File: config.mk
export PLATFORM = sky130hd
export DESIGN_NAME = board_controller
export DESIGN_NICKNAME = d
export VERILOG_FILES = /design/src/rtl/board_controller.sv
export SDC_FILE = /design/constraint.sdc
export NUM_CORES = 1
export LEC_CHECK = 0
export CAP_MARGIN = 20
export CORE_MARGIN = 3
export CORE_UTILIZATION = 43
export DETAILED_ROUTE_END_ITERATION = 10
export PLACE_DENSITY = 0.77
export SLEW_MARGIN = 20
export SYNTH_ARGS = -nofsm -noshare
export SYNTH_HDL_FRONTEND = slang
export SYNTH_SLANG_ARGS = --single-unit
File: constraint.sdc
create_clock -name pclk -period 4.36 [get_ports pclk]
set_input_delay 0.872 -clock pclk [delete_from_list [all_inputs] [get_ports pclk]]
set_output_delay 0.872 -clock pclk [all_outputs]
set_load 0.1 [all_outputs]
File: src/rtl/board_controller.sv
// rtl/board_controller.sv - block-breaker board state: hit arbitration, destroyed mask, score and game FSM
module board_controller #(
  parameter int NBLOCKS           = 16,
  parameter int SCORE_W           = 8,
  parameter int CLEAR_HOLD_FRAMES = 120
) (
  input  logic               pclk,
  input  logic               reset,
  input  logic               vblnk_in,
  input  logic               start,
  input  logic               hit_valid_a,
  input  logic [3:0]         hit_idx_a,
  output logic               hit_ready_a,
  input  logic               hit_valid_b,
  input  logic [3:0]         hit_idx_b,
  output logic               hit_ready_b,
  output logic [NBLOCKS-1:0] blocks_out,
  output logic [SCORE_W-1:0] score,
  output logic [4:0]         blocks_left,
  output logic               board_cleared,
  output logic [1:0]         state_out
);

  localparam logic [1:0] S_IDLE    = 2'd0;
  localparam logic [1:0] S_PLAY    = 2'd1;
  localparam logic [1:0] S_CLEARED = 2'd2;
  localparam logic [1:0] S_REFILL  = 2'd3;
  localparam int CNT_W = $clog2(CLEAR_HOLD_FRAMES + 1);

  logic [1:0]         state;
  logic [NBLOCKS-1:0] mask;
  logic [CNT_W-1:0]   frames;
  logic               rr_b;      // 0: A wins the next contention, 1: B wins
  logic               vblnk_d;
  logic               frame_tick;
  logic               in_play;
  logic               accept;
  logic [3:0]         acc_idx;
  logic               is_new;
  logic               hold_done;

  assign frame_tick = vblnk_in & ~vblnk_d;
  assign in_play    = ~reset & (state == S_PLAY);

  // Readies look only at valids, state and the round-robin pointer, never at the index.
  assign hit_ready_a = in_play & hit_valid_a & (~hit_valid_b | ~rr_b);
  assign hit_ready_b = in_play & hit_valid_b & (~hit_valid_a | rr_b);
  assign accept      = hit_ready_a | hit_ready_b;
  assign acc_idx     = hit_ready_a ? hit_idx_a : hit_idx_b;
  // Duplicates are consumed but change nothing.
  assign is_new      = accept & ~mask[acc_idx];
  assign hold_done   = (state == S_CLEARED) && (frames == CNT_W'(CLEAR_HOLD_FRAMES));

  assign board_cleared = (state == S_CLEARED);
  assign state_out     = state;

  // Frame edge detection and tear-free publication of the mask to the renderer.
  always_ff @(posedge pclk) begin
    if (reset) begin
      vblnk_d    <= 1'b0;
      blocks_out <= '0;
    end else begin
      vblnk_d <= vblnk_in;
      if (frame_tick) blocks_out <= mask;
    end
  end

  // Round-robin pointer flips only when both sources contend in PLAY.
  always_ff @(posedge pclk) begin
    if (reset) rr_b <= 1'b0;
    else if (in_play && hit_valid_a && hit_valid_b) rr_b <= ~rr_b;
  end

  // Internal mask, blocks_left and saturating score; refill wipes the board.
  always_ff @(posedge pclk) begin
    if (reset) begin
      mask        <= '0;
      blocks_left <= 5'(NBLOCKS);
      score       <= '0;
    end else if (hold_done) begin
      mask        <= '0;
      blocks_left <= 5'(NBLOCKS);
    end else if (is_new) begin
      mask[acc_idx] <= 1'b1;
      blocks_left   <= blocks_left - 5'd1;
      if (score != '1) score <= score + 1'b1;
    end
  end

  // Game sequencing: IDLE -> PLAY -> CLEARED (hold frames) -> REFILL -> PLAY.
  always_ff @(posedge pclk) begin
    if (reset) begin
      state  <= S_IDLE;
      frames <= '0;
    end else begin
      case (state)
        S_IDLE:    if (start) state <= S_PLAY;
        S_PLAY:    if (is_new && blocks_left == 5'd1) state <= S_CLEARED;
        S_CLEARED: begin
          if (hold_done) begin
            state  <= S_REFILL;
            frames <= '0;
          end else if (frame_tick) begin
            frames <= frames + 1'b1;
          end
        end
        S_REFILL:  if (frame_tick) state <= S_PLAY;
        default:   state <= S_IDLE;
      endcase
    end
  end

endmodule

======== Yosys cells after proc, flatten, opt, wreduce, memory -nomap -nowiden ========
Index checks and enable logic that the tools add are counted.
word-level totals
  output and inout port bits .............. 34
  input port bits ......................... 14
  flip-flop bits (word level) ............. 56
  logic and storage cells ................. 64
operators by class
  $lt $le $gt $ge ......................... 2
  bitwise logic cells ..................... 18
  multiplexer cells ....................... 12
  reduce and logical (&&, ||, !) cells .... 11
  equal/unequal tests ..................... 10
  add/sub/neg operators ................... 3
operators by type and width
  kind                                                               count
  OR 16 bit                                                          1
  2-to-1 mux 7 bit                                                   2
  adder 8 x 1 -> 8 bit, second input constant                        1
  2-to-1 mux 2 bit                                                   4
  inequality test 8 bit, second input constant                       1
  case mux 2 bit (4 select lines)                                    1
  adder 7 x 1 -> 7 bit, second input constant                        1
  AND 1 bit                                                          7
  equality test 7 bit, second input constant                         1
  inverter 1 bit                                                     7
  equality test 5 x 1 -> 1 bit, second input constant                1
  logical AND 1 bit                                                  5
  < comparator 4 x 5 -> 1 bit, second input constant                 1
  subtractor 5 x 1 -> 5 bit, second input constant                   1
  binary-select mux 1 bit (select 4 bit)                             1
  demux 1 bit (select 4 bit)                                         1
  equality test 2 bit, second input constant                         2
  greater-or-equal comparator 4 x 1 -> 1 bit, second input constant  1
  2-to-1 mux 4 bit                                                   1
  inequality test 2 x 1 -> 1 bit, second input constant              2
  inequality test 2 bit, second input constant                       2
  AND reduction 4 bit                                                1
  OR 1 bit                                                           3
  AND reduction 3 bit                                                1
  6 further kinds                                                    7

======== Logic depth before layout (Yosys ltp) ========
Gate-level depths: netlist of run 1.
  word-level depth ........................ 12
  gate-level depth with buffers ........... 11
  depth with buffers taken out ............ 10

======== Worst setup path before layout of run 1 ========
Ideal clock, no wire load.
  path type ............................... reg-to-reg
  start point ............................. register state[1], in the netlist state_out[1]
  end point ............................... register score[7]
  stages on the path, launching flop included .. 12
  setup time .............................. 0.123 ns
  arrival ................................. 4.132 ns
  path slack .............................. 0.105 ns
  path buffers ............................ 1
  period minus slack after synthesis ...... 4.255 ns
  data required time ...................... 4.237 ns
  path through ............................ dfxtp_1 > inv_1 > ha_1 > and3b_2 > nand2_2 > clkinv_1 > nand3b_1 > o21ai_1 > a311o_1 > buf_6 > nor4b_2 > mux2_1
on the way
  longest elaborated chain between the ends .. 10
  elaborated cells on any way between the ends .. 16
  classes of those cells .................. eq/ne: 2; mux: 3; bitwise: 9; reduce/logical: 2
ends and longest elaborated chain
  what                                    RTL line  RTL
  from (decl)                             30        logic [1:0] state;
  from (signal assigned)                  93        state <= S_IDLE;
  from (signal assigned)                  97        S_IDLE: if (start) state <= S_PLAY;
  from (signal assigned)                  98        S_PLAY: if (is_new && blocks_left == 5'd1) state <= S_CLEARED;
  equality test 2 x 1 -> 1 bit *          43        assign in_play = ~reset & (state == S_PLAY);
  AND 1 bit *                             43
  AND 1 bit * (2 in a row)                46        assign hit_ready_a = in_play & hit_valid_a & (~hit_valid_b | ~rr_b);
  via hit_ready_a                         13        output logic hit_ready_a,
  2-to-1 mux 4 bit                        49        assign acc_idx = hit_ready_a ? hit_idx_a : hit_idx_b;
  binary-select mux 1 bit (select 4 bit)  51        assign is_new = accept & ~mask[acc_idx];
  2-to-1 mux 1 bit (implied by the code)  51
  inverter 1 bit                          51
  AND 1 bit *                             51
  AND reduction 3 bit (no source line) *  n/a
  to (signal assigned)                    86        if (score != '1) score <= score + 1'b1;
  to (decl)                               18        output logic [SCORE_W-1:0] score,
The timed path passes the listed nets; every way through them passes the cells marked *. The select of a mux whose other input is x is not followed.
A chain may end at the register's enable or synchronous reset.

======== Worst setup path after layout of run 1 ========
  start point ............................. input reset
  end point ............................... register score[7]
on the way
  longest elaborated chain between the ends .. 10
  elaborated cells on any way between the ends .. 13
  classes of those cells .................. mux: 3; bitwise: 9; reduce/logical: 1
ends and longest elaborated chain
  what                                    RTL line  RTL
  from (decl)                             8         input logic reset,
  inverter 1 bit                          43
  AND 1 bit                               43
  AND 1 bit (2 in a row)                  46
  2-to-1 mux 4 bit                        49
  binary-select mux 1 bit (select 4 bit)  51
  2-to-1 mux 1 bit (implied by the code)  51
  inverter 1 bit                          51
  AND 1 bit                               51
  AND reduction 3 bit (no source line)    n/a
Parallel ways exist; a longest one is shown, timed or not. The select of a mux whose other input is x is not followed.

==> impl_metrics.csv, run 1 <==
group,metric,value,unit
flow_run,drv_cap,0,
route,finalWirelength,7230,um
clock_network,clock_path_buffers,2,
setup_path,slowest_delay,0.48,ns
sta,setup_viol_count_final,0,
sta,rsz0062_at_grt,"no",
grt,first_global_vias,2608,
clock_network,cts_setup_buffers,0,
grt,grt_use_total,19.2,%
yosys,synth.area.top_cells,"dfxtp_1, nand2_1, a21oi_1, nor2_1, a41oi_1",
pwr,p_sw,0.000547,W
setup_path,crit_slowest_cell,"clkdlybuf4s50_1",
clock_network,cts_hold_buf,0,
sta,worst_pin_slew,0.976,ns
die,row_count,29,
yosys,netlist.top_cell.by_area,"dfxtp_1",
final_layout,filler_cell_count,603,
grt,grt.busiest_layer,"met2",
sta,clock.fmax,276,MHz
yosys,seq_area_frac_synth,38.5,%
placed_design,port_buffers,47,
yosys,ys_types,55,
sta,hold_viol_final,0,
setup_path,startpoint_type,"input pin",
setup_path,end_kind,"register",
pwr,power.density,394,nW/um2
pwr,leakagePower,1.26,nW
hold_path,min_path_type,"reg2reg",
setup_path,crit_chain,"clkdlybuf4s50_1 > nand3b_2 > o21ai_1 > a221oi_1 > o41a_1 > a311o_1 > nor4b_2 > mux2_1",
route,viasPerCell,5.93,
pwr,clkPwrFrac,24.3,%
setup_path,worst-endpoint-arrival,3.83,ns
setup_path,worstPathRequired,4.56,ns
sta,fin_setup_tns,0,ns
final_layout,area_growth,21.9,%
setup_path,cp_max_fo,13,
sta,fin_crit_sh,83.2,%
final_layout,design_area,3550,um2
clock_network,cts_max_level,2,
yosys,ys_ff_latch,56,
route,drt_iter0_markers,196,
route,antenna_left,0,
pwr,p_int,0.000854,W
yosys,syn_area,2920,um2
die,core_area,6460,um2
route,drcViolationCount,0,
final_layout,diodes,0,
pwr,combPwrFrac,35.1,%
grt,overflow,0,
placed_design,dpl.hpwl,5300,um
pwr,ir_drop,0.000412,V
route,wl_per_cell,15.2,um
grt,antenna_found_initial,0,
pwr,seq_power_share,40.6,%
clock_network,clkTransAtPathRegs,0.10,ns
yosys,synth_edf_count,0,
pwr,switching_share,39.1,%
yosys,synth.avg_cell_area,8.12,um2
yosys,ys.flop_type,"dfxtp_1",
yosys,synthesis.nets,382,
grt,use_met3,3.17,%
sta,fin_crit,3.63,ns
clock_network,cts_tree,"done",
die,chipHeight,88.3,um
final_layout,layout-drive-gt1-share,5.26,%
grt,gr-usage-met2,31.3,%
clock_network,clock_latency,0.31,ns
final_layout,layout_commonest_cell,"dfxtp_1",
die,initial_core_util,45.1,%
placed_design,post_dp_cell_area,3440,um2
final_layout,finalNetCount,421,
die,die_area,7800,um2
grt,grt_pass1_wl,12100,um
die,io_pins,48,
sta,finalClockSkew,0.00509,ns
clock_network,clock_sinks,56,
run_status,status,"finished clean",
yosys,synth_warnings,0,
final_layout,fin_util,55.0,%
sta,hold_slack,0.459,ns
route,first_pass_iters,5,
yosys,ys_async_sr_fraction,0,%
placed_design,gp_congestion,1.05,
final_layout,final_cell_mix,"dfxtp_1, nand2_1, clkdlybuf4s50_1",
sta,slew_violations,0,
grt,met1_usage,26.2,%
grt,grt_max_degree,36,
die,die_w,88.3,um
clock_network,cts-buffers-inserted,5,
setup_path,worst-setup-path-type,"in2reg",
sta,slew_headroom,34.7,%
route,vias,2823,
clock_network,cts_resized,0,
yosys,synthCells,359,
clock_network,clock-root-buffer,"clkbuf_8",
yosys,synth_top_area_share,38.5,%
## worst paths after layout
| path | startpoint | to | slack [ns] | cells after the start |
|---|---|---|---|---|
| max | reset | score[7] | 0.73 | 8 |
| min | blocks_out[1] | blocks_out[1] | 0.46 | 2 |
| max reg2reg | state_out[1] | score[7] | 1.13 | 10 |
| min reg2reg | blocks_out[1] | blocks_out[1] | 0.46 | 2 |
## flip-flops by register name, summed over array words and instances (netlist names)
| signal | count |
|---|---|
| blocks_out | 16 |
| mask | 16 |
| score | 8 |
| frames | 7 |
| blocks_left | 5 |
| state_out | 2 |
| rr_b | 1 |
| vblnk_d | 1 |
## final cells by class
type                    count  area [um2]  area share (%)
well taps                  77        96.3            2.71
clock inverters             2        38.8            1.09
inverters                  13        48.8            1.37
repair buffers             52         528            14.9
clock buffers               6        72.6            2.04
flip-flops and latches     56        1120            31.5
multi-input cells         270        1650            46.4
## cells in the mapped netlist (8+ instances only)
cell,number
a21oi_1,30
nor2_1,34
a41oi_1,13
ha_1,9
o21ai_0,11
inv_1,12
clkbuf_1,10
dfxtp_1,56
nand2b_1,11
nand3_1,12
nand2_1,48
nand4_1,8
## logic make-up (layout without fill, tap and decap cells)
logic type	after synthesis	count (layout)	synth area share, %
simple gates	160	160	28.0
compound gates	90	90	20.9
flops	56	56	38.5
buf+inv	33	73	5.02
fa+ha+maj	9	9	3.86
mux	7	7	2.53
xor+xnor	4	4	1.20
## critical path: cells and delay by family
kind / cells / cell delay, ns
buffers and inverters: 1 / 0.48
muxes: 1 / 0.34
and+or+nand+nor: 2 / 0.69
AOI/OAI and AO/OA: 4 / 1.44
## stage by stage
stage                     std cells  power, W  setup slack (ns)
after floorplan                 359  0.000953             0.105
after global placement          468   0.00106             0.524
after detailed placement        468   0.00107             0.424
after CTS                       476   0.00141             0.762
after global routing            476   0.00147             0.632
final                           476   0.00140             0.734
## layer usage
| layer | vias up | part of all wire (%) |
|---|---|---|
| met5 | - | 0 |
| met4 | 0 | 1.5 |
| met3 | 15 | 7.1 |
| met2 | 124 | 45 |
| met1 | 1301 | 46 |
| li1 | 1383 | - |
## power by group through the flow
stage	logic [W]	registers [W]	clock network, W
6_report	0.000491	0.000569	0.000341
3_3_place_gp	0.000482	0.000580	0
4_1_cts	0.000490	0.000569	0.000347
3_5_place_dp	0.000488	0.000580	0
5_1_grt	0.000525	0.000574	0.000368
2_1_floorplan	0.000233	0.000720	0
(Power assumes the default switching activity.)
==> inputs of run 2 (changes only) <==
==> constraint.sdc (replaced) <==
create_clock -name pclk -period 3.7 [get_ports pclk]
set_input_delay 0.74 -clock pclk [delete_from_list [all_inputs] [get_ports pclk]]
set_output_delay 0.74 -clock pclk [all_outputs]
set_load 0.1 [all_outputs]
==> run 2 against run 1 <==
Net effect:
- sequential share of layout area fell by 0.54 points
- wire length up 1.8%
- clock power down 5%
- combinational power increased by 25%
- via count decreased by 0.57%
- non-clock buffer count grew 11
- utilization rose by 1.1 points
- critical path type unchanged
- largest cell class unchanged
- largest power group unchanged
==> impl_metrics.csv, run 2 (synthesis results as in run 1) <==
group,metric,value,unit
setup_path,crit_slowest_cell,"clkdlybuf4s50_1",
final_layout,layout-drive-gt1-share,8.54,%
route,viasPerCell,5.76,
setup_path,end_kind,"register",
final_layout,layout_commonest_cell,"dfxtp_1",
setup_path,worstPathRequired,3.91,ns
sta,fin_setup_tns,0,ns
die,io_pins,48,
die,core_area,6460,um2
route,drcViolationCount,0,
clock_network,clock_latency,0.31,ns
die,chipHeight,88.3,um
pwr,power.density,445,nW/um2
final_layout,largest_registers,"blocks_out (16), mask (16), score (8)",
setup_path,crit_chain,"clkdlybuf4s50_1 > and2_1 > o21ai_1 > buf_4 > and3_1 > a211o_1 > a311o_1 > nor4b_2 > mux2_1",
die,die_w,88.3,um
clock_network,cts_max_level,2,
sta,setup_slack,0.341,ns
hold_path,min_path_type,"reg2reg",
placed_design,port_buffers,47,
clock_network,cts-buffers-inserted,5,
grt,antenna_found_initial,0,
grt,grt_use_total,19.6,%
clock_network,cts_tree,"done",
sta,setup_viol_count_final,0,
hold_path,holdPathStages,2,
final_layout,filler_cell_count,598,
run_status,status,"finished clean",
setup_path,slowest_delay,0.52,ns
route,vias,2807,
sta,hold_viol_final,0,
sta,finalClockSkew,0.0128,ns
sta,slew_violations,0,
clock_network,clock-root-buffer,"clkbuf_8",
die,row_count,29,
grt,grt_max_degree,27,
flow_run,drv_cap,0,
sta,fin_crit_sh,90.8,%
route,finalWirelength,7350,um
final_layout,final_cell_mix,"dfxtp_1, nand2_1, clkdlybuf4s50_1",
sta,worst_pin_slew,0.975,ns
setup_path,rr_worst_depth,10,
clock_network,cts_hold_buf,0,
setup_path,worst-endpoint-arrival,3.57,ns
sta,clock.fmax,298,MHz
sta,fin_crit,3.36,ns
clock_network,clock_sinks,56,
setup_path,cp_max_fo,13,
die,initial_core_util,45.1,%
setup_path,worst-setup-path-type,"in2reg",
route,first_pass_iters,4,
setup_path,crit_cells,9,
clock_network,cts_setup_buffers,0,
die,die_area,7800,um2
sta,rsz0062_at_grt,"no",
setup_path,crit_buf_inv,2,
final_layout,regArea,1120,um2
final_layout,area_growth,24.3,%
sta,slew_headroom,34.8,%
setup_path,crit_family,"compound AO/OA/AOI/OAI gates",
setup_path,startpoint_type,"input pin",
route,wl_per_cell,15.1,um
pwr,ir_drop,0.000522,V
placed_design,gp_congestion,0.895,
hold_path,worstHoldStart,"blocks_out[12]",
grt,first_global_vias,2641,
placed_design,dp_worst_setup_slack,0.0168,ns
clock_network,cts_resized,0,
route,antenna_left,0,
clock_network,clkTransAtPathRegs,0.10,ns
pwr,leakagePower,1.31,nW
grt,overflow,0,
route,drt_iter0_markers,223,
grt,grt_pass1_wl,12300,um
final_layout,diodes,0,
setup_path,critPathLaunch,"hit_valid_b",
placed_design,dpl.hpwl,5480,um
setup_path,timing.rr.start,"state_out[1]",
final_layout,multiInputGateArea,1650,um2
clock_network,clock_path_buffers,2,
final_layout,finalNetCount,432,
[run 2: worst min-delay path, cell delays in order, from the launching register on]
cell	delay (ns)
dfxtp_1	0.32
nand2_1	0.05
a21oi_1	0.05
[run 2: through the flow]
| step | total power [W] | cell area (um2) | util (%) | hold slack, ns | instances |
|---|---|---|---|---|---|
| 3_5_place_dp | 0.00129 | 3540 | 54.8 | 0.449 | 479 |
| 3_3_place_gp | 0.00128 | 3540 | 54.8 | 0.443 | 479 |
| 4_1_cts | 0.00162 | 3620 | 56.1 | 0.462 | 487 |
| 6_report | 0.00161 | 3620 | 56.1 | 0.458 | 487 |
| 5_1_grt | 0.00169 | 3620 | 56.1 | 0.486 | 487 |
| 2_1_floorplan | 0.00113 | 2920 | - | 0.432 | 359 |
[run 2: final timing paths]
| check | slack, ns | endpoint |
|---|---|---|
| worst max-delay path | 0.34 | score[7] |
| worst min register to register | 0.46 | blocks_out[12] |
| worst max register to register | 0.66 | score[7] |
| worst min-delay path | 0.46 | blocks_out[12] |
[run 2: final cells by class]
| cell class | count | share of cell area (%) |
|---|---|---|
| clock buffers | 7 | 2.11 |
| multi-input cells | 270 | 45.5 |
| repair buffers | 63 | 17.1 |
| well taps | 77 | 2.66 |
| clock inverters | 1 | 0.242 |
| inverters | 13 | 1.38 |
| flip-flops and latches | 56 | 31.0 |
[run 2: layer usage]
metal	share of wire, %	global-route usage, %	up-vias	wire, um
li1	-	-	1409	-
met1	47	26.7	1306	3450
met2	47	32.2	84	3450
met3	5.4	3.91	8	399
met4	0.67	4.40	0	49
met5	0	0	-	0
[run 2: power breakdown]
part | internal [W] | switching [W]
logic | 0.000190 | 0.000424
clock network | 0.000136 | 0.000189
registers | 0.000637 | 0.0000372
total | 0.000963 | 0.000650
==> inputs of run 3 (changes only) <==
--- a/config.mk
+++ b/config.mk
@@ -10,7 +10,7 @@
 export CORE_UTILIZATION = 43
 export DETAILED_ROUTE_END_ITERATION = 10
 export PLACE_DENSITY = 0.77
-export SLEW_MARGIN = 20
+export SLEW_MARGIN = 0
 export SYNTH_ARGS = -nofsm -noshare
 export SYNTH_HDL_FRONTEND = slang
 export SYNTH_SLANG_ARGS = --single-unit
==> constraint.sdc (replaced) <==
create_clock -name pclk -period 3.7 [get_ports pclk]
set_input_delay 0.74 -clock pclk [delete_from_list [all_inputs] [get_ports pclk]]
set_output_delay 0.74 -clock pclk [all_outputs]
set_load 0.05 [all_outputs]
==> run 3 against run 2 <==
Net effect:
- clock power rose by 24%
- register-to-register slack got worse by 0.02 ns
- critical path depth did not move
- final cell count rose by 0.41%
==> impl_metrics.csv, run 3 (synthesis results as in run 1) <==
group,metric,value,unit
run_status,status,"finished clean",
final_layout,final_cell_mix,"dfxtp_1, nand2_1, clkdlybuf4s50_1",
route,viasPerCell,5.77,
grt,grt_max_degree,27,
setup_path,worstPathRequired,3.90,ns
route,vias,2823,
grt,antenna_found_initial,0,
setup_path,crit_slowest_cell,"clkdlybuf4s50_1",
route,first_pass_iters,5,
route,routed.top_layer,"met4",
setup_path,end_kind,"register",
final_layout,area_growth,24.8,%
setup_path,cp_max_fo,13,
placed_design,gp_congestion,1.02,
clock_network,cts_max_level,2,
die,row_count,29,
clock_network,clock-root-buffer,"clkbuf_8",
clock_network,cts_hold_buf,0,
route,drcViolationCount,0,
sta,setup_viol_count_final,0,
pwr,ir_drop,0.000312,V
clock_network,cts_tree,"done",
die,die_area,7800,um2
final_layout,diodes,0,
clock_network,clkTransAtPathRegs,0.10,ns
setup_path,worst-endpoint-arrival,3.48,ns
sta,fin_crit_sh,88.6,%
die,core_area,6460,um2
placed_design,port_buffers,47,
sta,slew_violations,0,
grt,overflow,0,
die,chipHeight,88.3,um
setup_path,worst-setup-path-type,"in2reg",
grt,grt_use_total,19.6,%
die,io_pins,48,
clock_network,clock_path_buffers,2,
final_layout,largest_registers,"blocks_out (16), mask (16), score (8)",
clock_network,cts-buffers-inserted,5,
sta,fin_crit,3.28,ns
setup_path,slowest_delay,0.51,ns
setup_path,crit_family,"compound AO/OA/AOI/OAI gates",
sta,worst_pin_slew,0.787,ns
route,met2_length,3440,um
sta,hold_viol_final,0,
die,initial_core_util,45.1,%
final_layout,finalNetCount,434,
route,met3WireLength,321,um
sta,finalClockSkew,0.00666,ns
final_layout,layout_commonest_cell,"dfxtp_1",
sta,clock.fmax,305,MHz
grt,first_global_vias,2601,
route,antenna_left,0,
pwr,p_total,0.00156,W
setup_path,crit_chain,"clkdlybuf4s50_1 > and3b_2 > nand2_2 > clkinv_1 > o31ai_1 > o41a_1 > a311o_1 > nor4b_2 > mux2_1",
route,drt_iter0_markers,190,
hold_path,min_path_type,"reg2reg",
setup_path,startpoint_type,"input pin",
clock_network,cts_resized,0,
setup_path,crit_buf_inv,2,
clock_network,clock_latency,0.31,ns
sta,fin_setup_tns,0,ns
grt,grt_pass1_wl,12200,um
route,wl_per_cell,14.7,um
flow_run,drv_cap,0,
final_layout,layout-drive-gt1-share,8.25,%
placed_design,dpl.hpwl,5540,um
route,met1Wirelength,3350,um
die,die_w,88.3,um
sta,slew_headroom,47.5,%
clock_network,clock_sinks,56,
sta,rsz0062_at_grt,"no",
pwr,leakagePower,1.32,nW
pwr,power.density,430,nW/um2
clock_network,cts_setup_buffers,0,
route,finalWirelength,7180,um
[run 3: area by class of cell]
class | count | area [um2]
well taps | 77 | 96.3
repair buffers | 65 | 613
clock buffers | 6 | 72.6
multi-input cells | 270 | 1650
fillers | 620 | 2820
flip-flops and latches | 56 | 1120
clock inverters | 2 | 38.8
inverters | 13 | 48.8
[run 3: power breakdown]
part | total [W] | internal [W] | switching, W
clock network | 0.000402 | 0.000205 | 0.000197
logic | 0.000491 | 0.000183 | 0.000308
registers | 0.000672 | 0.000635 | 0.0000370
total | 0.00156 | 0.00102 | 0.000542
[run 3: tightest hold or removal path, stage by stage (launching register included)]
cell and delay, ns:
dfxtp_1 0.32, nand2_1 0.05, a21oi_1 0.05
[run 3: through the flow]
stage               instance area (um2)  std cells  setup WS, ns  hold slack [ns]  utilization (%)
floorplan                          2920        359         0.211            0.432                -
global placement                   3530        481         0.143            0.442             54.6
detailed placement                 3530        481        0.0877            0.446             54.6
CTS                                3640        489         0.440            0.460             56.3
global route                       3640        489         0.260            0.479             56.3
finish                             3640        489         0.421            0.459             56.3
[run 3: per-layer routing]
layer | global-route usage, % | vias to the layer above
met5 | 0 | -
met4 | 5.63 | 0
met3 | 3.35 | 9
met2 | 32.3 | 90
met1 | 26.6 | 1315
li1 | - | 1409
[run 3: path summary, 6_finish.rpt]
kind / startpoint / to / slack [ns] / depth (start not counted)
setup / recovery: reset / score[7] / 0.42 / 9
hold / removal: blocks_out[11] / blocks_out[11] / 0.46 / 2
setup reg to reg: state_out[1] / blocks_left[4] / 0.64 / 11
hold reg to reg: blocks_out[11] / blocks_out[11] / 0.46 / 2
